[config.mk]
export PLATFORM = sky130hd
export DESIGN_NAME = sopc_mem_arbiter
export DESIGN_NICKNAME = d
export VERILOG_FILES = /design/src/rtl/sopc_mem_arbiter.sv
export SDC_FILE = /design/constraint.sdc
export NUM_CORES = 1
export LEC_CHECK = 0
export ABC_AREA = 1
export CAP_MARGIN = 20
export CORE_MARGIN = 4
export CORE_UTILIZATION = 30
export DETAILED_ROUTE_END_ITERATION = 8
export PLACE_DENSITY_LB_ADDON = 0.1
export SYNTH_ARGS = -nofsm -noshare
export SYNTH_HDL_FRONTEND = slang
export SYNTH_SLANG_ARGS = --single-unit
[constraint.sdc]
create_clock -name clk -period 1.7 [get_ports clk]
set_clock_uncertainty 0.1 [all_clocks]
set_input_delay 0.34 -clock clk [delete_from_list [all_inputs] [get_ports clk]]
set_output_delay 0.34 -clock clk [all_outputs]
set_load 0.01 [all_outputs]
[src/rtl/sopc_mem_arbiter.sv]
// Shares one single-port synchronous SRAM between the fetch and load/store masters.
// Optional: define SOPC_ARB_ROUND_ROBIN_EN to replace fixed data-first priority with round robin.
module sopc_mem_arbiter #(
  parameter int unsigned ADDR_W      = 32,
  parameter int unsigned DATA_W      = 32,
  parameter int unsigned WAIT_CYCLES = 1
) (
  input  logic                  clk,
  input  logic                  rst,
  input  logic                  i_req,
  input  logic [ADDR_W-1:0]     i_addr,
  output logic [DATA_W-1:0]     i_rdata,
  output logic                  i_ack,
  input  logic                  d_req,
  input  logic                  d_we,
  input  logic [ADDR_W-1:0]     d_addr,
  input  logic [DATA_W-1:0]     d_wdata,
  input  logic [DATA_W/8-1:0]   d_sel,
  output logic [DATA_W-1:0]     d_rdata,
  output logic                  d_ack,
  output logic                  mem_ce,
  output logic                  mem_we,
  output logic [ADDR_W-1:0]     mem_addr,
  output logic [DATA_W-1:0]     mem_wdata,
  output logic [DATA_W/8-1:0]   mem_sel,
  input  logic [DATA_W-1:0]     mem_rdata,
  output logic                  stall_req
);

  localparam int unsigned SelW     = DATA_W / 8;
  localparam logic [3:0]  WaitInit = 4'(WAIT_CYCLES);

  typedef enum logic [1:0] {StIdle, StAccess, StDone} state_e;

  state_e             r_state, w_state_nxt;
  logic [3:0]         r_cnt, w_cnt_nxt;
  logic               r_gnt_d, w_gnt_d_nxt;
  logic               r_mem_ce, w_mem_ce_nxt;
  logic               r_mem_we, w_mem_we_nxt;
  logic [ADDR_W-1:0]  r_mem_addr, w_mem_addr_nxt;
  logic [DATA_W-1:0]  r_mem_wdata, w_mem_wdata_nxt;
  logic [SelW-1:0]    r_mem_sel, w_mem_sel_nxt;
  logic [DATA_W-1:0]  r_i_rdata, w_i_rdata_nxt;
  logic [DATA_W-1:0]  r_d_rdata, w_d_rdata_nxt;
  logic               r_i_ack, w_i_ack_nxt;
  logic               r_d_ack, w_d_ack_nxt;

  logic               w_any_req;
  logic               w_grant;
  logic               w_pick_d;

  assign w_any_req = i_req | d_req;
  assign w_grant   = (r_state == StIdle) && w_any_req;

`ifdef SOPC_ARB_ROUND_ROBIN_EN
  // Remembers the last winner; reset value (instruction) lets data win the first tie.
  logic r_last_d;

  always_comb begin
    if (i_req && d_req) begin
      w_pick_d = ~r_last_d;
    end else begin
      w_pick_d = d_req;
    end
  end

  always_ff @(posedge clk or negedge rst) begin
    if (!rst) begin
      r_last_d <= 1'b0;
    end else if (w_grant) begin
      r_last_d <= w_pick_d;
    end
  end
`else
  assign w_pick_d = d_req;
`endif

  // State register
  always_ff @(posedge clk or negedge rst) begin
    if (!rst) begin
      r_state <= StIdle;
    end else begin
      r_state <= w_state_nxt;
    end
  end

  // Next-state logic
  always_comb begin
    w_state_nxt = r_state;
    case (r_state)
      StIdle:   if (w_any_req) w_state_nxt = StAccess;
      StAccess: if (r_cnt == 4'd0) w_state_nxt = StDone;
      StDone:   w_state_nxt = StIdle;
      default:  w_state_nxt = StIdle;
    endcase
  end

  // Output / datapath next values; everything visible outside is registered below.
  always_comb begin
    w_cnt_nxt       = r_cnt;
    w_gnt_d_nxt     = r_gnt_d;
    w_mem_ce_nxt    = r_mem_ce;
    w_mem_we_nxt    = r_mem_we;
    w_mem_addr_nxt  = r_mem_addr;
    w_mem_wdata_nxt = r_mem_wdata;
    w_mem_sel_nxt   = r_mem_sel;
    w_i_rdata_nxt   = r_i_rdata;
    w_d_rdata_nxt   = r_d_rdata;
    w_i_ack_nxt     = 1'b0;
    w_d_ack_nxt     = 1'b0;
    case (r_state)
      StIdle: begin
        if (w_any_req) begin
          w_gnt_d_nxt  = w_pick_d;
          w_mem_ce_nxt = 1'b1;
          w_cnt_nxt    = WaitInit;
          if (w_pick_d) begin
            w_mem_we_nxt    = d_we;
            w_mem_addr_nxt  = d_addr;
            w_mem_wdata_nxt = d_wdata;
            w_mem_sel_nxt   = d_sel;
          end else begin
            w_mem_we_nxt    = 1'b0;
            w_mem_addr_nxt  = i_addr;
            w_mem_wdata_nxt = '0;
            w_mem_sel_nxt   = '1;
          end
        end
      end
      StAccess: begin
        if (r_cnt != 4'd0) begin
          w_cnt_nxt = r_cnt - 4'd1;
        end else begin
          w_mem_ce_nxt = 1'b0;
          w_mem_we_nxt = 1'b0;
          if (r_gnt_d) begin
            w_d_ack_nxt = 1'b1;
            // Stores leave the load-data register untouched.
            if (!r_mem_we) w_d_rdata_nxt = mem_rdata;
          end else begin
            w_i_ack_nxt   = 1'b1;
            w_i_rdata_nxt = mem_rdata;
          end
        end
      end
      default: ;
    endcase
  end

  always_ff @(posedge clk or negedge rst) begin
    if (!rst) begin
      r_cnt       <= 4'd0;
      r_gnt_d     <= 1'b0;
      r_mem_ce    <= 1'b0;
      r_mem_we    <= 1'b0;
      r_mem_addr  <= '0;
      r_mem_wdata <= '0;
      r_mem_sel   <= '0;
      r_i_rdata   <= '0;
      r_d_rdata   <= '0;
      r_i_ack     <= 1'b0;
      r_d_ack     <= 1'b0;
    end else begin
      r_cnt       <= w_cnt_nxt;
      r_gnt_d     <= w_gnt_d_nxt;
      r_mem_ce    <= w_mem_ce_nxt;
      r_mem_we    <= w_mem_we_nxt;
      r_mem_addr  <= w_mem_addr_nxt;
      r_mem_wdata <= w_mem_wdata_nxt;
      r_mem_sel   <= w_mem_sel_nxt;
      r_i_rdata   <= w_i_rdata_nxt;
      r_d_rdata   <= w_d_rdata_nxt;
      r_i_ack     <= w_i_ack_nxt;
      r_d_ack     <= w_d_ack_nxt;
    end
  end

  assign mem_ce    = r_mem_ce;
  assign mem_we    = r_mem_we;
  assign mem_addr  = r_mem_addr;
  assign mem_wdata = r_mem_wdata;
  assign mem_sel   = r_mem_sel;
  assign i_rdata   = r_i_rdata;
  assign d_rdata   = r_d_rdata;
  assign i_ack     = r_i_ack;
  assign d_ack     = r_d_ack;

  // Drops in the ack cycle so the pipeline can advance together with the completion.
  assign stall_req = (i_req & ~r_i_ack) | (d_req & ~r_d_ack);

endmodule

## Word level (Yosys, flattened, before mapping)

Cells that the tools add are included.

| storage, ports and cells | value |
|---|---|
| word-level logic and storage cells | 58 |
| register bits | 143 |

| cells by class | value |
|---|---|
| reduce and logical (&&, ||, !) cells | 10 |
| bitwise gates (word level) | 9 |
| mux-type cells | 21 |
| eq/ne operators | 5 |
| add/subtract/negate cells | 1 |

Operator list:

| operator | number |
|---|---|
| 32-bit two-way mux | 2 |
| 4-bit two-way mux | 3 |
| 1-bit two-way mux | 10 |
| 3-bit AND reduction | 3 |
| 2-bit inequality test, second input constant | 4 |
| 4-bit case mux with 2 select lines | 1 |
| 1-bit NOT | 5 |
| 4-bit logical NOT | 1 |
| 2-bit two-way mux | 2 |
| 1-bit case mux with 2 select lines | 2 |
| 2-bit case mux with 2 select lines | 1 |
| 2-bit AND reduction | 2 |
| 4-bit AND reduction | 1 |
| 4-bit nonzero test | 1 |
| 4-bit by 1-bit subtractor with 4-bit output, second input constant | 1 |
| 1-bit bitwise AND | 2 |
| 2-bit by 1-bit == test with 1-bit output, second input constant | 1 |
| 2-bit logical NOT | 1 |
| 1-bit OR | 2 |
| 2-bit nonzero test | 1 |

## Logic depth before layout (Yosys ltp)

Gate-level depths: netlist of the first run.

| logic depth | value |
|---|---|
| depth after elaboration | 3 |
| gate-level depth with buffers | 9 |

## Worst setup path after synthesis of the first run

No wires, ideal clock.

| timing | value |
|---|---|
| kind | flip-flop to flip-flop |
| start point | register r_cnt[0] |
| end point | register r_d_rdata[10], in the netlist d_rdata[10] |
| library setup time | 0.116 ns |
| setup slack | 0.236 ns |
| arrival | 1.247 ns |
| stages on the path, launching flop included | 9 |
| cells stage by stage | dfrtp_1 -> inv_1 -> ha_1 -> nand2_4 -> nor2_8 -> nand3_4 -> buf_6 -> nand2_1 -> nand2_1 |

| on the way | value |
|---|---|
| longest elaborated chain between the ends | 3 |

Ends and longest elaborated chain:

| item | line | source |
|---|---|---|
| start, declared | 36 | `logic [3:0] r_cnt, w_cnt_nxt;` |
| start signal, assigned | 164 | `r_cnt <= w_cnt_nxt;` |
| 4-bit nonzero test | 131 | `if (r_cnt != 4'd0) begin` |
| 1-bit NOT (no line) | - |  |
| 4-bit AND reduction (no line) | - |  |
| end signal, assigned | 172 | `r_d_rdata <= w_d_rdata_nxt;` |
| end, declared | 44 | `logic [DATA_W-1:0] r_d_rdata, w_d_rdata_nxt;` |

No other way between the ends.
A chain may end at the register's enable or synchronous reset.

## Final worst setup path of the first run

| timing | value |
|---|---|
| start point | register r_cnt[0] |
| end point | register r_d_rdata[19], in the netlist d_rdata[19] |

Same word-level chain as after synthesis.

==> out/qor.tcl, run 1 <==
set qor(run_status) {complete, no violations}
set qor(synthTopCellsByCount) {sky130_fd_sc_hd__nand2_1 (234), sky130_fd_sc_hd__dfrtp_1 (143), sky130_fd_sc_hd__nor2_1 (71)}
set qor(hold_viol) 0
set qor(placeable_core_region_um2) 18900
set qor(synth_largest_area_cell) {sky130_fd_sc_hd__dfrtp_1}
set qor(share_of_the_synthesized_area_in_the_top_cell_type_pct) 61.5
set qor(syn_area_um2) 5820
set qor(data_required_time_of_the_worst_path_ps) 1900
set qor(die_height_um) 147
set qor(die-area_um2) 21700
set qor(worstRegToRegCells) 8
set qor(synth-async-reset-ratio_pct) 100
set qor(grt_pass1_vias) 5502
set qor(design.portCount) 274
set qor(worst_setup_hold_path_clk_slew_ps) 60
set qor(critical_path_peak_fanout) 32
set qor(multiInputGateArea_um2) 1910
set qor(synthesis.nets) 723
set qor(ys_top_cells_by_area) {sky130_fd_sc_hd__dfrtp_1 (61%), sky130_fd_sc_hd__nand2_1 (15%), sky130_fd_sc_hd__a22o_1 (4.8%), sky130_fd_sc_hd__nor2_1 (4.6%), sky130_fd_sc_hd__o31ai_1 (4.1%)}
set qor(max-slew-margin-rel_pct) 69.0
set qor(seq_area_frac_synth_pct) 61.5
set qor(power.ir.vdd_worst_mv) 0.890
set qor(share_of_the_cycle_needed_by_the_critical_path_after_routing_pct) 93.7
set qor(initial_utilization_pct) 30.8
set qor(drc_errors) 0
set qor(grt_pass1_wl_mm) 29.6
set qor(detail_route.wirelength_mm) 18.2
set qor(drtIter0Drc) 125
set qor(post_synth_inst_count) 584
set qor(placement.io_buffers) 273
set qor(avgViaCountPerCell) 4.41
set qor(cts_tree) {done}
set qor(finalWorstSetupSlack_ps) 107
set qor(detailedPlace.worstSlack_ps) -434
set qor(antenna_cells_inserted) 0
set qor(pin_count_of_the_biggest_net_entering_global_routing) 84
set qor(cp-start-kind) {flip-flop}
set qor(dieWidth_um) 147
set qor(finalCriticalPeriod_ps) 1590
set qor(globalRoute.totalOverflow) 0
set qor(count_of_max_cap_constraint_violations) 0
set qor(finalHoldWorstSlack_ps) 321
set qor(overall_fraction_of_global_route_tracks_in_use_pct) 17.2
set qor(post_drt_wl_per_cell_um) 16.0
set qor(cts-buffers-inserted) 17
set qor(yosys_most_used_dff) {sky130_fd_sc_hd__dfrtp_1}
set qor(cellPowerDensity_nw_per_um2) 1770
set qor(static-leakage-power_uw) 0.00461
set qor(rr_startpoint) {r_cnt[0]}
set qor(drt_first_pass_iters) 7
set qor(synth.most_common_cell) {sky130_fd_sc_hd__nand2_1}
set qor(cp_data_arrival_time_ps) 1790
set qor(timing_max_transition_violations_final) 0
set qor(regArea_um2) 3580
set qor(regToRegSetupSlack_ps) 110
set qor(crit_path_end) {d_rdata[19]}
set qor(clk-insertion-delay-late_ps) 410
set qor(fillerInstances) 1816
set qor(antenna_found_initial) 1
set qor(post_dp_hpwl_mm) 13.3
set qor(finalNetCount) 1004
set qor(globalplace.congestion) 0.785
set qor(yosys_register_bits) 143
set qor(std_cell_rows) 50
set qor(drt.antenna.violating_nets) 0
set qor(rsz0062_at_grt) {no}
set qor(rr_endpoint) {d_rdata[19]}
set qor(number_of_failing_setup_endpoints_in_the_final_timing_report) 0
set qor(design_area_um2) 9280
set qor(path_type_of_the_worst_setup_path) {flip-flop to flip-flop}
set qor(achievable-frequency_mhz) 628
set qor(cell_area_after_placement_um2) 8870
set qor(detailroute.via_count) 5022
set qor(h-tree-depth) 4
set qor(timing.hold.worst.class) {input port to asynchronous set/reset pin}
set qor(cts_num_sinks) 143
set qor(layout-area-overhead-vs-synth_pct) 59.4
set qor(critical_path.endpoint_type) {flip-flop}
set qor(yosys_warnings) 0
set qor(worst_setup_path_startpoint) {r_cnt[0]}
set qor(synth.lib_cells_used.distinct) 28
set qor(synth-edff-count) 0
set qor(timing_worst_slew_pin_value_ps) 465
set qor(synth.avg_cell_area_um2) 9.97
set qor(final_layout_size_suffix_gt1_share_pct) 7.74
set qor(cts_buffer_depth) 2
set qor(finalCoreUtilization_pct) 49.1
set qor(clk_root_buffer_cell) {sky130_fd_sc_hd__clkbuf_16}
[sequential cells by signal (all words and copies together), names as in the netlist, 2 cells and up]
register   count
r_state        2
mem_sel        4
mem_wdata     32
r_cnt          4
d_rdata       32
i_rdata       32
mem_addr      32
[critical path, cell delays in order, from the launching register on]
cell                      delay [ps]
sky130_fd_sc_hd__dfrtp_1         380
sky130_fd_sc_hd__inv_1            90
sky130_fd_sc_hd__ha_1            200
sky130_fd_sc_hd__nand2_4         110
sky130_fd_sc_hd__nor2_8          190
sky130_fd_sc_hd__nand3_4          90
sky130_fd_sc_hd__buf_12          180
sky130_fd_sc_hd__nand2_1          70
sky130_fd_sc_hd__nand2_1          60
[through the flow]
stage | TNS, ps | total power, uW | instances
2_1_floorplan | 0 | 9700 | 584
3_3_place_gp | -14260 | 14000 | 1104
3_5_place_dp | -15240 | 14100 | 1104
4_1_cts | 0 | 16700 | 1137
5_1_grt | 0 | 17700 | 1138
6_report | 0 | 16400 | 1138
[per-layer routing]
| layer | global-route usage (%) | routed length, um | up-vias | part of all wire [%] |
|---|---|---|---|---|
| met5 | 0 | 15 | - | 0.082 |
| met4 | 5.36 | 287 | 2 | 1.6 |
| met3 | 7.96 | 1830 | 23 | 10 |
| met2 | 27.8 | 8740 | 203 | 48 |
| met1 | 20.4 | 7330 | 2339 | 40 |
| li1 | - | - | 2455 | - |
[cell usage in the layout, fill, tap and decap left out, types with 2 or more instances in the layout]
| cell type | n |
|---|---|
| sky130_fd_sc_hd__a22o_1 | 32 |
| sky130_fd_sc_hd__buf_12 | 9 |
| sky130_fd_sc_hd__buf_4 | 12 |
| sky130_fd_sc_hd__clkbuf_16 | 17 |
| sky130_fd_sc_hd__clkdlybuf4s50_1 | 134 |
| sky130_fd_sc_hd__clkinv_2 | 2 |
| sky130_fd_sc_hd__clkinv_4 | 2 |
| sky130_fd_sc_hd__clkinvlp_4 | 4 |
| sky130_fd_sc_hd__dfrtp_1 | 143 |
| sky130_fd_sc_hd__dlygate4sd2_1 | 137 |
| sky130_fd_sc_hd__ha_1 | 2 |
| sky130_fd_sc_hd__inv_1 | 8 |
| sky130_fd_sc_hd__inv_2 | 4 |
| sky130_fd_sc_hd__inv_6 | 5 |
| sky130_fd_sc_hd__nand2_1 | 234 |
| sky130_fd_sc_hd__nand2_4 | 2 |
| sky130_fd_sc_hd__nand3_1 | 3 |
| sky130_fd_sc_hd__nor2_1 | 71 |
| sky130_fd_sc_hd__o21ai_0 | 2 |
| sky130_fd_sc_hd__o21ai_1 | 3 |
| sky130_fd_sc_hd__o22a_1 | 4 |
| sky130_fd_sc_hd__o31ai_1 | 32 |
[what timing repair did]
action	in CTS	in global routing
endpoints found under the setup margin	137	12
resized for setup	140	2
pin swaps	0	1
hold buffers	1	0
endpoints found under the hold margin	39	0
buffers inserted	0	1
[worst min path at each step]
stage          cells past startpoint  start  slack [ps]           to
5_1_grt                            2    rst         350  i_rdata[12]
6_report                           2    rst         320  i_rdata[12]
3_5_place_dp                       1    rst         200  i_rdata[12]
2_1_floorplan                      0    rst         -60        d_ack
3_3_place_gp                       1    rst         200  i_rdata[12]
4_1_cts                            2    rst         320  i_rdata[12]
[cell type report]
class	count	share of cell area, %
sequential	143	38.6
timing repair buffer	295	30.6
multi-input combinational	395	20.6
clock buffer	18	4.63
tap	260	3.51
clock inverter	14	1.42
inverter	13	0.661
[logic make-up (layout without fill, tap and decap cells)]
| family | Yosys count | in the layout | synth area share, % |
|---|---|---|---|
| simple gates | 317 | 317 | 21.9 |
| compound gates | 75 | 75 | 10.2 |
| xor+xnor | 1 | 1 | 0.151 |
| buf+inv | 46 | 340 | 5.87 |
| fa+ha+maj | 2 | 2 | 0.430 |
| flops | 143 | 143 | 61.5 |
[where the power goes]
| part | total, uW | internal [uW] | leakage [uW] | switching, uW |
|---|---|---|---|---|
| combinational | 6950 | 3230 | 0.00260 | 3720 |
| sequential | 5920 | 5050 | 0.00175 | 869 |
| clock | 3560 | 2030 | 0.000264 | 1530 |
| total | 16400 | 10300 | 0.00461 | 6120 |
(Power assumes the default switching activity.)
==> run 2: changes to the inputs <==
RECOVER_POWER = 100   (was default)
==> run 2 against run 1 <==
Combinational power down 0.9%. Final cell count is the same. Die area did not move. Via count increased by 0.80%. Utilization shrank 0.30 points. Routed wire length hardly changed. Setup slack got worse by 17 ps. Cell area shrank 0.62%. Total power is 0.43% lower. Non-clock buffer count unchanged. Sequential power is essentially flat.
==> out/qor.tcl, run 2 (synthesized netlist as in run 1, its figures left out) <==
set qor(design.portCount) 274 ;# unchanged
set qor(layout-area-overhead-vs-synth_pct) 58.4
set qor(achievable-frequency_mhz) 621 ;# -1.1%
set qor(h-tree-depth) 4 ;# unchanged
set qor(avgViaCountPerCell) 4.45 ;# +0.80%
set qor(share_of_the_cycle_needed_by_the_critical_path_after_routing_pct) 94.7 ;# +1.0 points
set qor(cts_buffer_depth) 2 ;# unchanged
set qor(pin_count_of_the_biggest_net_entering_global_routing) 84 ;# unchanged
set qor(cts-buffers-inserted) 17 ;# unchanged
set qor(timing_max_transition_violations_final) 0 ;# unchanged
set qor(finalHoldWorstSlack_ps) 374 ;# +53.2 ps
set qor(post_drt_wl_per_cell_um) 16.0 ;# about the same
set qor(placement.io_buffers) 273 ;# unchanged
set qor(dieWidth_um) 147 ;# unchanged
set qor(cts_tree) {done}
set qor(detail_route.wirelength_mm) 18.2 ;# about the same
set qor(detailroute.via_count) 5062 ;# +0.80%
set qor(finalNetCount) 1004 ;# unchanged
set qor(critical_path.endpoint_type) {primary output}
set qor(static-leakage-power_uw) 0.00460 ;# -0.40%
set qor(global_route.usage.met3_pct) 7.96 ;# unchanged
set qor(clk-insertion-delay-late_ps) 410 ;# about the same
set qor(die_height_um) 147 ;# unchanged
set qor(totalNegativeSetupSlack_ps) 0 ;# unchanged
set qor(drt_first_pass_iters) 6 ;# -1
set qor(cts_num_sinks) 143 ;# unchanged
set qor(placeable_core_region_um2) 18900 ;# unchanged
set qor(final_layout_size_suffix_gt1_share_pct) 7.40 ;# -0.34 points
set qor(data_required_time_of_the_worst_path_ps) 1260 ;# -640 ps
set qor(fraction_of_met2_tracks_used_by_global_routing_pct) 27.8 ;# unchanged
set qor(crit_chain) {clkdlybuf4s50_1 -> inv_2 -> o22ai_1 -> clkbuf_1}
set qor(cp_data_arrival_time_ps) 1170 ;# -620 ps
set qor(antenna_found_initial) 1 ;# unchanged
set qor(finalCriticalPeriod_ps) 1610 ;# +17.3 ps
set qor(globalplace.congestion) 0.785 ;# unchanged
set qor(hold_viol) 0 ;# unchanged
set qor(timing.hold.worst.class) {flip-flop to flip-flop}
set qor(critical_path_peak_fanout) 2 ;# -94%
set qor(timing.critical_path.max_delay_family) {buffers and inverters}
set qor(grt_pass1_wl_mm) 29.6 ;# unchanged
set qor(drt.antenna.violating_nets) 0 ;# unchanged
set qor(globalRoute.totalOverflow) 0 ;# unchanged
set qor(critical-path-slowest-cell) {sky130_fd_sc_hd__clkdlybuf4s50_1}
set qor(initial_utilization_pct) 30.8 ;# unchanged
set qor(worst_setup_hold_path_clk_slew_ps) 60 ;# about the same
set qor(antenna_cells_inserted) 0 ;# unchanged
set qor(cellPowerDensity_nw_per_um2) 1780 ;# +0.20%
set qor(grt_pass1_vias) 5502 ;# unchanged
set qor(count_of_max_cap_constraint_violations) 0 ;# unchanged
set qor(overall_fraction_of_global_route_tracks_in_use_pct) 17.2 ;# unchanged
set qor(post_dp_hpwl_mm) 13.3 ;# unchanged
set qor(max-slew-margin-rel_pct) 58.8 ;# -10 points
set qor(std_cell_rows) 50 ;# unchanged
set qor(clk_root_buffer_cell) {sky130_fd_sc_hd__clkbuf_16}
set qor(highest_count_cells_in_the_layout_ignoring_fill_and_taps) {sky130_fd_sc_hd__nand2_1 (234), sky130_fd_sc_hd__dfrtp_1 (143), sky130_fd_sc_hd__dlygate4sd2_1 (137)}
set qor(rsz0062_at_grt) {no}
set qor(power.ir.vdd_worst_mv) 0.885 ;# -0.62%
set qor(use_met1_pct) 20.4 ;# unchanged
set qor(grt.busiest_layer) {met2}
set qor(number_of_failing_setup_endpoints_in_the_final_timing_report) 0 ;# unchanged
set qor(die-area_um2) 21700 ;# unchanged
set qor(drtIter0Drc) 136 ;# +8.8%
set qor(path_type_of_the_worst_setup_path) {input port to primary output}
set qor(drc_errors) 0 ;# unchanged
set qor(cp-start-kind) {input port}
set qor(run_status) {complete, no violations}
set qor(timing_worst_slew_pin_value_ps) 618 ;# +153 ps
set qor(slowest_delay_ps) 490 ;# +110 ps
set qor(mostFrequentLayoutCell) {sky130_fd_sc_hd__nand2_1}
set qor(worst-path-buf-inv) 3 ;# +1
-- run 2: worst reg2reg max path, stage by stage, from the launching register on --
cell                      delay (ps)
sky130_fd_sc_hd__dfrtp_1         380
sky130_fd_sc_hd__inv_1            90
sky130_fd_sc_hd__ha_1            200
sky130_fd_sc_hd__nand2_4         110
sky130_fd_sc_hd__nor2_8          190
sky130_fd_sc_hd__nand3_4          90
sky130_fd_sc_hd__buf_12          180
sky130_fd_sc_hd__nand2_1          90
sky130_fd_sc_hd__nand2_1          60
-- run 2: worst paths after layout --
path,from,depth (start not counted),to,slack (ps)
setup / recovery,d_req,4,stall_req,90
hold / removal,i_rdata[2],2,i_rdata[2],370
setup reg to reg,r_cnt[0],8,d_rdata[19],110
hold reg to reg,i_rdata[2],2,i_rdata[2],370
max in group asynchronous,rst,3,mem_wdata[13],240
min in group asynchronous,rst,2,i_rdata[12],400
-- run 2: power breakdown --
group	total (uW)	switching, uW	internal [uW]	leakage (uW)
Sequential	5910	868	5050	0.00175
Combinational	6890	3700	3190	0.00258
Clock	3560	1520	2030	0.000264
Total	16400	6090	10300	0.00460
-- run 2: layer usage --
metal / routed length, um / part of all wire, % / vias to the layer above
met2: 8800 / 48 / 209
met5: 15 / 0.082 / -
li1: - / - / 2457
met1: 7240 / 40 / 2374
met4: 278 / 1.5 / 2
met3: 1880 / 10 / 20
-- run 2: per-stage QoR --
stage	power [uW]	worst slack, ps	instance area, um2	cells	util, %
4_1_cts	16700	9.46	9270	1137	49.1
2_1_floorplan	9700	236	5820	584	-
5_1_grt	17600	9.67	9220	1138	48.8
3_5_place_dp	14100	-434	8870	1104	46.9
6_report	16400	89.3	9220	1138	48.8
3_3_place_gp	14000	-419	8870	1104	46.9
-- run 2: final cells by class --
class | instances | area [um2]
Clock buffer | 18 | 429
Clock inverter | 14 | 131
Fill cell | 1821 | 9680
Inverter | 13 | 61.3
Multi-Input combinational cell | 395 | 1910
Sequential cell | 143 | 3580
Tap cell | 260 | 325
Timing Repair Buffer | 295 | 2780
-- run 2: what timing repair did --
action	4_1_cts	5_1_grt
hold buffers	1	0
buffers inserted	0	1
pin swaps	0	1
setup endpoints to repair	137	12
hold endpoints to repair	39	0
gates resized for setup	140	2
==> run 3: changes to the inputs <==
==> constraint.sdc (replaced) <==
create_clock -name clk -period 1.7 [get_ports clk]
set_clock_uncertainty 0.1 [all_clocks]
set_input_delay 0.425 -clock clk [delete_from_list [all_inputs] [get_ports clk]]
set_output_delay 0.425 -clock clk [all_outputs]
set_load 0.01 [all_outputs]
==> run 3 against run 2 <==
Global-route usage fell by 0.36 points. Sequential power about the same. Hold slack got worse by 18 ps. Largest cell class unchanged. Critical endpoint unchanged. Setup slack got worse by 39 ps. Critical path type is now flip-flop to primary output. Count of clock-buffer cells in the layout grew 3.
==> out/qor.tcl, run 3 (synthesized netlist as in run 1, its figures left out) <==
set qor(run_status) {complete, no violations}
set qor(initial_utilization_pct) 30.8 ;# unchanged
set qor(rr_endpoint) {mem_addr[15]}
set qor(hold-path-cell-count) 3 ;# +1
set qor(avgViaCountPerCell) 4.44 ;# -0.29%
set qor(placement.io_buffers) 273 ;# unchanged
set qor(min-delay-start) {i_req}
set qor(critical-path-slowest-cell) {sky130_fd_sc_hd__dfrtp_1}
set qor(finalHoldWorstSlack_ps) 356 ;# -17.7 ps
set qor(number_of_failing_setup_endpoints_in_the_final_timing_report) 0 ;# unchanged
set qor(timing_worst_slew_pin_value_ps) 518 ;# -99.4 ps
set qor(globalplace.congestion) 0.782 ;# -0.39%
set qor(rr_startpoint) {r_state[0]}
set qor(pin_count_of_the_biggest_net_entering_global_routing) 55 ;# -35%
set qor(cts_buffer_depth) 2 ;# unchanged
set qor(clk-insertion-delay-late_ps) 410 ;# about the same
set qor(achievable-frequency_mhz) 606 ;# -2.4%
set qor(path_type_of_the_worst_setup_path) {flip-flop to primary output}
set qor(max-slew-margin-rel_pct) 65.4 ;# +6.6 points
set qor(post_dp_hpwl_mm) 13.2 ;# -0.33%
set qor(cts_tree) {done}
set qor(die-area_um2) 21700 ;# unchanged
set qor(cts-buffers-inserted) 17 ;# unchanged
set qor(data_required_time_of_the_worst_path_ps) 1170 ;# -90 ps
set qor(h-tree-depth) 4 ;# unchanged
set qor(std_cell_rows) 50 ;# unchanged
set qor(detail_route.wirelength_mm) 18.1 ;# -0.88%
set qor(finalCriticalPeriod_ps) 1650 ;# +39.0 ps
set qor(timing_max_transition_violations_final) 0 ;# unchanged
set qor(grt_pass1_vias) 5424 ;# -1.4%
set qor(slowest_delay_ps) 390 ;# -100 ps
set qor(cp_data_arrival_time_ps) 1120 ;# -50 ps
set qor(drtIter0Drc) 135 ;# -0.74%
set qor(final_cells) 1137 ;# -0.088%
set qor(post_drt_wl_per_cell_um) 15.9 ;# -0.79%
set qor(layout-area-overhead-vs-synth_pct) 57.8
set qor(drt_first_pass_iters) 4 ;# -2
set qor(timing.hold.worst.class) {input port to flip-flop}
set qor(design.portCount) 274 ;# unchanged
set qor(regToRegSetupSlack_ps) 130 ;# +20 ps
set qor(overall_fraction_of_global_route_tracks_in_use_pct) 16.8 ;# -0.36 points
set qor(min_delay_endpoint) {mem_ce}
set qor(numPlacedInstances) 1105 ;# +0.091%
set qor(detailroute.via_count) 5043 ;# -0.38%
set qor(clk_root_buffer_cell) {sky130_fd_sc_hd__clkbuf_16}
set qor(finalNetCount) 1004 ;# unchanged
set qor(grt_pass1_wl_mm) 28.9 ;# -2.6%
set qor(cp-start-kind) {flip-flop}
set qor(rsz0062_at_grt) {no}
set qor(dieWidth_um) 147 ;# unchanged
set qor(mostFrequentLayoutCell) {sky130_fd_sc_hd__nand2_1}
set qor(static-leakage-power_uw) 0.00459 ;# -0.10%
set qor(worst_setup_hold_path_clk_slew_ps) 50 ;# about the same
set qor(cellPowerDensity_nw_per_um2) 1750 ;# -1.1%
set qor(critical_path_peak_fanout) 2 ;# unchanged
set qor(antenna_found_initial) 1 ;# unchanged
set qor(antenna_cells_inserted) 0 ;# unchanged
set qor(drc_errors) 0 ;# unchanged
set qor(share_of_the_cycle_needed_by_the_critical_path_after_routing_pct) 97.0 ;# +2.3 points
set qor(placeable_core_region_um2) 18900 ;# unchanged
set qor(cts_num_sinks) 143 ;# unchanged
set qor(count_of_max_cap_constraint_violations) 0 ;# unchanged
set qor(totalNegativeSetupSlack_ps) 0 ;# unchanged
set qor(power.ir.vdd_worst_mv) 0.791 ;# -11%
set qor(worst_setup_path_startpoint) {i_ack}
set qor(die_height_um) 147 ;# unchanged
set qor(highest_count_cells_in_the_layout_ignoring_fill_and_taps) {sky130_fd_sc_hd__nand2_1 (235), sky130_fd_sc_hd__dfrtp_1 (143), sky130_fd_sc_hd__dlygate4sd2_1 (138)}
set qor(globalRoute.totalOverflow) 0 ;# unchanged
set qor(final_layout_size_suffix_gt1_share_pct) 7.30 ;# -0.11 points
set qor(worstRegToRegCells) 4 ;# -4
set qor(drt.antenna.violating_nets) 0 ;# unchanged
set qor(critical_path.endpoint_type) {primary output}
set qor(crit_chain) {o22ai_1 -> buf_2}
set qor(hold_viol) 0 ;# unchanged
-- run 3: changes by cell type in the layout (fill, tap and decap cells not counted), sizes merged --
cell	change
inv	-5
clkinv	+4
buf	+3
clkinvlp	-2
bufinv	-1
clkdlybuf4s50	-1
dlygate4sd2	+1
-- run 3: final cells by class --
type / count / area (um2)
Sequential cell: 143 / 3580
Inverter: 13 / 61.3
Clock inverter: 10 / 66.3
Timing Repair Buffer: 295 / 2790
Multi-Input combinational cell: 395 / 1910
Tap cell: 260 / 325
Fill cell: 1812 / 9710
Clock buffer: 21 / 460
-- run 3: what timing repair did --
action                                  CTS  global route
buffers inserted                          0             0
hold endpoints to repair                 33             0
pin swaps                                 0             0
hold buffers                              1             0
endpoints found under the setup margin  137             3
cloned                                    0             0
gates resized for setup                 142             1
-- run 3: worst max path at each step --
stage / depth (start not counted) / end
finish: 2 / stall_req
global route: 1 / mem_wdata[5]
CTS: 1 / mem_sel[2]
detailed placement: 4 / stall_req
global placement: 4 / stall_req
floorplan: 4 / stall_req
-- run 3: where the power goes --
part	internal (uW)	switching [uW]	total, uW
logic	3190	3680	6870
clock network	1930	1410	3340
registers	5050	861	5910
total	10200	5960	16100
-- run 3: stage by stage --
stage | instance area, um2 | total power [uW] | worst slack [ps] | utilization, %
6_report | 9190 | 16100 | 50.3 | 48.6
3_3_place_gp | 8880 | 14000 | -607 | 47.0
2_1_floorplan | 5820 | 9700 | 165 | -
5_1_grt | 9190 | 17300 | 5.73 | 48.6
4_1_cts | 9240 | 16500 | 21.6 | 48.9
3_5_place_dp | 8880 | 14200 | -606 | 47.0
-- run 3: layer usage --
metal	part of all wire (%)	vias up	track usage, %
li1	-	2454	-
met1	40	2360	18.9
met2	48	204	28.3
met3	9.6	23	7.93
met4	1.9	2	5.36
met5	0.072	-	0
-- run 3: worst max-delay path, delay by kind of cell (launching register included) --
family,cells,cell delay [ps]
flip-flops,1,390
AO/OA/AOI/OAI,1,170
buffers and inverters,1,160
